### src/rtl/afifo_rd_pkg.sv
// Shared types and defaults for the async-FIFO read-side stream adapter.
package afifo_rd_pkg;

  // Aligned with MAX_EMPTY_RETRY used by the FIFO test environment.
  localparam int EMPTY_TIMEOUT_DEFAULT = 16;

  typedef logic [1:0] rd_level_t;

  // Encoding equals the number of buffered words.
  typedef enum logic [1:0] {
    S_EMPTY = 2'd0,
    S_ONE   = 2'd1,
    S_TWO   = 2'd2
  } rd_state_t;

  function automatic rd_level_t state_level(input rd_state_t s);
    return rd_level_t'(s);
  endfunction

endpackage

### src/rtl/afifo_rd_watchdog.sv
// Stall watchdog: counts enabled cycles, pulses once every TIMEOUT of them,
// clear has priority. Reused for full-stall detection on the write side.
module afifo_rd_watchdog #(
  parameter  int TIMEOUT = 16,
  localparam int CNT_W   = $clog2(TIMEOUT + 1)
) (
  input  logic clk,
  input  logic rst_n,
  input  logic i_clear,
  input  logic i_enable,
  output logic o_pulse
);

  logic [CNT_W-1:0] r_cnt;
  logic             r_pulse;

  // NOTE: sequential state uses non-blocking assignments so every register
  // samples pre-edge values regardless of process ordering.
  always_ff @(posedge clk or negedge rst_n) begin
    if (!rst_n) begin
      r_cnt   <= '0;
      r_pulse <= 1'b0;
    end else if (i_clear) begin
      r_cnt   <= '0;
      r_pulse <= 1'b0;
    end else if (i_enable) begin
      if (r_cnt == CNT_W'(TIMEOUT - 1)) begin
        r_cnt   <= '0;
        r_pulse <= 1'b1;
      end else begin
        r_cnt   <= r_cnt + 1'b1;
        r_pulse <= 1'b0;
      end
    end else begin
      r_pulse <= 1'b0;
    end
  end

  assign o_pulse = r_pulse;

endmodule

### src/rtl/afifo_rd_stream_adapter.sv
// Async-FIFO read-side consumer: 2-entry skid buffer onto a valid/ready stream,
// empty-stall watchdog and synchronous flush. Optional AFIFO_RD_ADAPTER_STATS_EN.
module afifo_rd_stream_adapter
  import afifo_rd_pkg::*;
#(
  parameter int DATA_WIDTH    = 8,
  parameter int EMPTY_TIMEOUT = EMPTY_TIMEOUT_DEFAULT
) (
  input  logic                  rclk,
  input  logic                  rrst_n,
  input  logic                  rempty,
  input  logic [DATA_WIDTH-1:0] rdata,
  output logic                  rinc,
  output logic [DATA_WIDTH-1:0] m_data,
  output logic                  m_valid,
  input  logic                  m_ready,
  input  logic                  flush,
  output logic [1:0]            level,
  output logic                  empty_timeout
`ifdef AFIFO_RD_ADAPTER_STATS_EN
  ,
  output logic [31:0]           rd_count,
  output logic [15:0]           drop_count
`endif
);

  rd_state_t             r_state, w_state_nxt;
  logic [DATA_WIDTH-1:0] r_entry0, r_entry1;
  logic [DATA_WIDTH-1:0] w_entry0_nxt, w_entry1_nxt;
  logic                  w_push, w_pop;
  rd_level_t             w_level;

  assign w_level = state_level(r_state);
  assign m_valid = (r_state != S_EMPTY);
  assign m_data  = r_entry0;
  assign level   = w_level;

  // Read strobe never depends on m_ready; the skid slot absorbs a stalled pop.
  assign rinc   = !rempty && (r_state != S_TWO) && !flush && rrst_n;
  assign w_push = rinc;
  assign w_pop  = m_valid && m_ready;

  // NOTE: every always_comb output gets a default first so no path holds a
  // stale value, which would infer a latch.
  always_comb begin
    w_state_nxt  = r_state;
    w_entry0_nxt = r_entry0;
    w_entry1_nxt = r_entry1;
    unique case (r_state)
      S_EMPTY: begin
        if (w_push) begin
          w_state_nxt  = S_ONE;
          w_entry0_nxt = rdata;
        end
      end
      S_ONE: begin
        if (w_push && !w_pop) begin
          w_state_nxt  = S_TWO;
          w_entry1_nxt = rdata;
        end else if (w_pop && !w_push) begin
          w_state_nxt  = S_EMPTY;
        end else if (w_push && w_pop) begin
          w_entry0_nxt = rdata;
        end
      end
      S_TWO: begin
        if (w_pop) begin
          w_state_nxt  = S_ONE;
          w_entry0_nxt = r_entry1;
        end
      end
      default: w_state_nxt = S_EMPTY;
    endcase
    if (flush) begin
      w_state_nxt = S_EMPTY;
    end
  end

  // NOTE: the two data entries are reset too, because m_data must read 0
  // after reset; a deeper buffer would leave its storage unreset.
  always_ff @(posedge rclk or negedge rrst_n) begin
    if (!rrst_n) begin
      r_state  <= S_EMPTY;
      r_entry0 <= '0;
      r_entry1 <= '0;
    end else begin
      r_state  <= w_state_nxt;
      r_entry0 <= w_entry0_nxt;
      r_entry1 <= w_entry1_nxt;
    end
  end

  logic w_wd_enable, w_wd_clear;

  assign w_wd_enable = (r_state == S_EMPTY) && rempty && m_ready;
  assign w_wd_clear  = w_push || flush || !m_ready;

  afifo_rd_watchdog #(
    .TIMEOUT (EMPTY_TIMEOUT)
  ) u_watchdog (
    .clk      (rclk),
    .rst_n    (rrst_n),
    .i_clear  (w_wd_clear),
    .i_enable (w_wd_enable),
    .o_pulse  (empty_timeout)
  );

`ifdef AFIFO_RD_ADAPTER_STATS_EN
  logic [31:0] r_rd_count;
  logic [15:0] r_drop_count;
  logic [16:0] w_drop_sum;

  assign w_drop_sum = {1'b0, r_drop_count} + {15'd0, w_level};

  always_ff @(posedge rclk or negedge rrst_n) begin
    if (!rrst_n) begin
      r_rd_count   <= '0;
      r_drop_count <= '0;
    end else begin
      if (w_push) begin
        r_rd_count <= r_rd_count + 32'd1;
      end
      if (flush) begin
        r_drop_count <= w_drop_sum[16] ? 16'hFFFF : w_drop_sum[15:0];
      end
    end
  end

  assign rd_count   = r_rd_count;
  assign drop_count = r_drop_count;
`endif

endmodule

### config.mk
export PLATFORM = sky130hd
export DESIGN_NAME = afifo_rd_stream_adapter
export DESIGN_NICKNAME = d
export VERILOG_FILES = /design/src/rtl/afifo_rd_pkg.sv /design/src/rtl/afifo_rd_watchdog.sv /design/src/rtl/afifo_rd_stream_adapter.sv
export SDC_FILE = /design/constraint.sdc
export NUM_CORES = 1
export LEC_CHECK = 0
export ABC_AREA = 1
export CAP_MARGIN = 25
export CORE_AREA = 10 10 65 67
export CTS_BUF_LIST = sky130_fd_sc_hd__clkbuf_16
export DETAILED_ROUTE_END_ITERATION = 10
export DIE_AREA = 0 0 75 77
export GPL_TIMING_DRIVEN = 0
export PLACE_DENSITY_LB_ADDON = 0.25
export SYNTH_ARGS = -nofsm -noshare
export SYNTH_HDL_FRONTEND = slang
export SYNTH_SLANG_ARGS = --single-unit
### constraint.sdc
create_clock -name rclk -period 2.6 [get_ports rclk]
set_clock_uncertainty 0.15 [all_clocks]
set_input_delay 0.78 -clock rclk [delete_from_list [all_inputs] [get_ports rclk]]
set_output_delay 0.78 -clock rclk [all_outputs]
set_load 0.01 [all_outputs]
# After elaboration in Yosys (flattened, before gate mapping)
# Cells that the tools add are included.
[totals]
wordCells = 59
inputBits = 13
reg_bits = 24
output_inout_bits = 13
[classes]
addsub = 1
reduce_logical = 23
eq_ne = 12
mux = 18
[ops]
columns = ["cell", "count"]
rows = [
  ["two-way mux 8 bit", 5],
  ["one-hot mux 8 bit (3 select lines)", 1],
  ["two-way mux 5 bit", 3],
  ["!= test 2 bit, second input constant", 6],
  ["two-way mux 2 bit", 5],
  ["logical AND 1 bit", 9],
  ["!= test 3 bit, second input constant", 2],
  ["one-hot mux 2 bit (3 select lines)", 1],
  ["AND reduction 6 bit", 1],
  ["adder 5 x 1 -> 5 bit, second input constant", 1],
  ["equality test 5 x 4 -> 1 bit, second input constant", 1],
  ["logical NOT 1 bit", 5],
  ["!= test 4 bit, second input constant", 1],
  ["nonzero test 2 bit", 2],
  ["two-way mux 1 bit", 3],
  ["AND reduction 3 bit", 1],
  ["nonzero test 3 bit", 1],
  ["equality test 2 x 1 -> 1 bit, second input constant", 1],
  ["equality test 2 bit, second input constant", 1],
  ["logical NOT 2 bit", 1],
  ["logical OR 1 bit", 2],
  ["AND reduction 2 bit", 1],
]

# Depth between registers and ports, before layout
[depth]
depth_word = 10
ltp_mapped = 12
depth_no_buf = 12

# Modules after synthesis
# A second synthesis with hierarchy kept.
[hier_totals]
cells_unflattened = 161
area_unflattened_um2 = 1287.5
[modules_own_cells]
columns = ["mod", "cells_each", "n_inst", "seq_area_each_um2", "area_each_um2"]
rows = [
  ["afifo_rd_stream_adapter", 124, 1, 450.4, 992.2],
  ["afifo_rd_watchdog", 37, 1, 150.1, 295.3],
]

# Least setup slack after synthesis
# No wires, ideal clock.
[synth_timing]
kind = "input-to-reg"
from = "input rrst_n"
to = "register r_entry0[0] (netlist: m_data[0])"
path_stages = 11
n_path_buf = 0
required_time_ns = 2.384
setup_ns = 0.066
path_slack_ns = 0.476
arrival_time_ns = 1.908
path_cell_list = "inv_1 > nor2_1 > nand3_4 > inv_2 > ha_1 > inv_1 > nor2_1 > nand2_1 > a21oi_2 > nand3_1 > nand2_1"
[synth_via]
elab_chain_cells = 5
word_cells_on_any_way = 10
classes_between = "eq/ne (4); reduce/logical (6)"
[synth_rtl]
columns = ["element", "line", "rtl"]
rows = [
  ["start: declaration", "afifo_rd_stream_adapter.sv:10", "input logic rrst_n,"],
  ["logical AND 1 bit (*)", "afifo_rd_stream_adapter.sv:39", "assign rinc = !rempty && (r_state != S_TWO) && !flush && rrst_n;"],
  ["named net rinc", "afifo_rd_stream_adapter.sv:13", "output logic rinc,"],
  ["logical NOT 1 bit", "afifo_rd_stream_adapter.sv:60", "end else if (w_pop && !w_push) begin"],
  ["logical AND 1 bit", "afifo_rd_stream_adapter.sv:60", ""],
  ["!= test 2 bit (no source line)", "n/a", ""],
  ["AND reduction 6 bit (no source line) (*)", "n/a", ""],
  ["end signal: assignment", "afifo_rd_stream_adapter.sv:88", "r_entry0 <= w_entry0_nxt;"],
  ["end: declaration", "afifo_rd_stream_adapter.sv:28", "logic [DATA_WIDTH-1:0] r_entry0, r_entry1;"],
]
# The timed path passes the listed nets; every way through them passes the cells marked *.
# A chain may end at the register's enable or synchronous reset.

# Worst setup path in the final report
[layout_timing]
from = "input flush"
to = "output rinc"
[layout_via]
elab_chain_cells = 3
[layout_rtl]
columns = ["element", "line", "rtl"]
rows = [
  ["start: declaration", "afifo_rd_stream_adapter.sv:17", "input logic flush,"],
  ["logical NOT 1 bit", "afifo_rd_stream_adapter.sv:39", ""],
  ["logical AND 1 bit (2 in a row)", "afifo_rd_stream_adapter.sv:39", ""],
  ["end: declaration", "afifo_rd_stream_adapter.sv:13", ""],
]
# No other way between the ends.

==> flow_summary_export.csv <==
group,metric,value,unit
die,die-area,0.00578,mm2
routing,detailroute.via_count,1108,
synth,syn-cell-area,0.00131,mm2
power_and_ir_drop,power.switching,475,uW
synth,postSynthRegisterBits,24,
power_and_ir_drop,seqPwrFrac,0.392,
die,num_io_pins,26,
routing,drc_errors,0,
global_route,grt_first_pass_wirelength,5150,um
cells_and_area,multi_input_area,604,um2
timing,maxClockFrequency,398,MHz
timing,final_hold_violation_count,0,
run,drv.max_cap_violation_count,0,
routing,detail_route.first_pass.iterations,4,
clock_tree,tritoncts,"built",
die,dieHeight,77,um
global_route,grt.overflow.total,0,
synth,synth-compound-area-share,0.0946,
worst_setup_path,timing.critical_path.from,"flush",
clock_tree,clock_edge_transition_at_the_registers_on_the_reported_setup_and_hold_paths,0.06,ns
clock_tree,h-tree-depth,1,
power_and_ir_drop,power_frac_clock,0.226,
routing,drt.antenna.violating_nets,0,
worst_setup_path,timing.critical_path.fanout_max,4,
die,start_util,0.439,
synth,synth.distinct_cells,26,
power_and_ir_drop,post_route_total_power,1460,uW
power_and_ir_drop,switching_share,0.325,
synth,async_sr_flop_fraction,1.00,
synth,syn_area_per_cell,8.23,um2
power_and_ir_drop,power_report.internal_total,984,uW
power_and_ir_drop,combinational_share_of_power,0.382,
clock_tree,clk_lat_worst_skew,0.26,ns
placed_design,finalWeightedCongestion,0.818,
timing,final.setup.tns,0,ns
placed_design,port_buffers,25,
clock_tree,cts_hold_buffers,0,
routing,totalWireLength,2810,um
worst_setup_path,regToRegStartpoint,"level[0]",
clock_tree,clock_sink_count,24,
global_route,first_global_vias,1171,
synth,synth_enable_flop_cells,0,
synth,yosysWarningCount,0,
cells_and_area,most-common-layout-cells,"sky130_fd_sc_hd__nand2_1, sky130_fd_sc_hd__dfrtp_1, sky130_fd_sc_hd__clkdlybuf4s50_1",
synth,synth_cells,159,
timing,timing.final.max_slew_violations,0,
synth,synth_largest_area_cell,"sky130_fd_sc_hd__dfrtp_1",
routing,wire_length_per_cell,12.5,um
synth,synth_top_cells_by_area,"sky130_fd_sc_hd__dfrtp_1, sky130_fd_sc_hd__nand2_1, sky130_fd_sc_hd__nand3_1, sky130_fd_sc_hd__inv_1, sky130_fd_sc_hd__o21ai_2",
timing,period_minus_slack,2.51,ns
global_route,grt_max_degree,18,
die,floorplan.die.width,75,um
synth,post_synth_fa_ha_maj_area_fraction,0.0382,
global_route,number_of_antenna_violations_at_the_first_check_in_global_routing,0,
clock_tree,number_of_buffers_created_by_cts,3,
placed_design,place.detailed.hpwl,2270,um
timing,grt_setup_unrepaired,"false",
cells_and_area,share_of_layout_cells_above_drive_strength_1,0.178,
cells_and_area,layout.filler_cells,280,
cells_and_area,signed_area_change_from_the_synthesized_netlist_to_the_final_layout,32.4,%
worst_setup_path,worst-setup-path-type,"primary input to primary output",
die,num_rows,20,
cells_and_area,layout.nets,209,
synth,synthXorXnorAreaFrac,0.00669,
routing,drt_iter0_drc,29,
timing,count_of_final_setup_violators,0,
timing,remaining_max_slew_budget_at_the_tightest_pin,0.766,
outcome,outcome,"complete, no violations",
synth,synth_nets,176,
synth,synthMuxAreaShare,0,
power_and_ir_drop,pwr_density_cell,842,mW/mm2
worst_setup_path,setup.worst_path.start_class,"primary input",
synth,yosys.area_share.simple,0.309,
timing,worst_pin_slew,0.351,ns
worst_setup_path,cp_data_required_time,1.67,ns
timing,final.period_utilization,0.965,
die,floorplan.core_area,0.00298,mm2
hold_path,hp-class,"primary input to asynchronous set/reset pin",
worst_setup_path,arrival,1.58,ns
global_route,combined_global_route_utilization_of_all_metal_layers,0.111,
worst_setup_path,endpoint_kind,"primary output",
routing,vias_per_cell,4.95,
clock_tree,clock_path_buffers,2,
power_and_ir_drop,ir_drop,520,uV
cells_and_area,layout.cells.most_common,"sky130_fd_sc_hd__nand2_1",
synth,dominant_combinational_cell_family_by_area_after_synthesis,"simple AND/OR/NAND/NOR gates",
synth,netlist.area_leader.share,0.459,
cells_and_area,antenna_cells_inserted,0,
power_and_ir_drop,power_leakage,0.000859,uW
cells_and_area,seq_area,601,um2
synth,synth-seq-area-share,0.459,
synth,ys_dominant_reg_cell,"sky130_fd_sc_hd__dfrtp_1",
clock_tree,clockRootBuffer,"sky130_fd_sc_hd__clkbuf_16",
registers in the layout, summed over array words and instances, names as in the netlist:
| register | count |
|---|---|
| r_entry1 | 8 |
| level | 2 |
| u_watchdog.r_cnt | 5 |
| m_data | 8 |
| u_watchdog.o_pulse | 1 |
repair_timing:
item,4_1_cts,5_1_grt
setup endpoints to repair,19,16
buffers inserted,2,0
resized for setup,14,4
pin swaps,1,1
hold endpoints to repair,0,0
cloned,0,0
synth_stat cells, drive strengths merged, types with 2 or more instances:
cell type,instances
nand2,49
dfrtp,24
inv,22
nand3,17
o21ai,16
nor2,13
buf,4
ha,4
nand4,4
a21oi,2
worst max-delay path: stages:
cell and delay, ns:
sky130_fd_sc_hd__clkdlybuf4s50_1 0.42, sky130_fd_sc_hd__inv_2 0.09, sky130_fd_sc_hd__nand3_4 0.09, sky130_fd_sc_hd__inv_4 0.08, sky130_fd_sc_hd__buf_2 0.13
layer usage:
metal	GRT usage	vias up	part of all wire
met5	0	-	0
met2	0.190	15	0.51
met3	0.0386	5	0.055
met1	0.122	517	0.42
li1	-	571	-
met4	0.0341	0	0.014
final timing paths:
check / to / slack, ns / depth (start not counted)
setup / recovery: rinc / 0.09 / 5
hold / removal: level[0] / 0.20 / 1
setup reg to reg: m_data[5] / 0.52 / 10
hold reg to reg: m_data[7] / 0.32 / 2
max in group asynchronous: r_entry1[2] / 1.79 / 2
min in group rclk: m_data[7] / 0.32 / 2
area by class of cell:
class                           instances  area share
Multi-Input combinational cell        109       0.349
Tap cell                               33      0.0238
Clock buffer                            3      0.0433
Clock inverter                          1     0.00217
Buffer                                  4      0.0209
Inverter                               22      0.0505
Sequential cell                        24       0.347
Timing Repair Buffer                   28       0.164
stage by stage:
stage               cells  hold WS, ns  cell area (um2)   util  setup WS [ns]
detailed placement    218        0.312             1630  0.547         -0.996
global placement      217        0.310             1600  0.537          -1.43
global route          224        0.197             1730  0.582         0.0213
floorplan             159        0.333             1310      -          0.476
CTS                   224        0.198             1720  0.577         0.0452
finish                224        0.202             1730  0.582         0.0904
power groups by stage:
stage	Clock (uW)	Combinational [uW]	Sequential (uW)
2_1_floorplan	0	289	597
3_3_place_gp	0	536	572
3_5_place_dp	0	558	579
4_1_cts	343	562	572
5_1_grt	360	624	588
6_report	329	558	572
cell families after synthesis:
kind of cell / count (synthesis)
simple gates: 85
xor+xnor: 1
buf+inv: 26
flops: 24
fa+ha+maj: 4
compound gates: 19
Note: power is estimated with default switching activity, not from simulation.
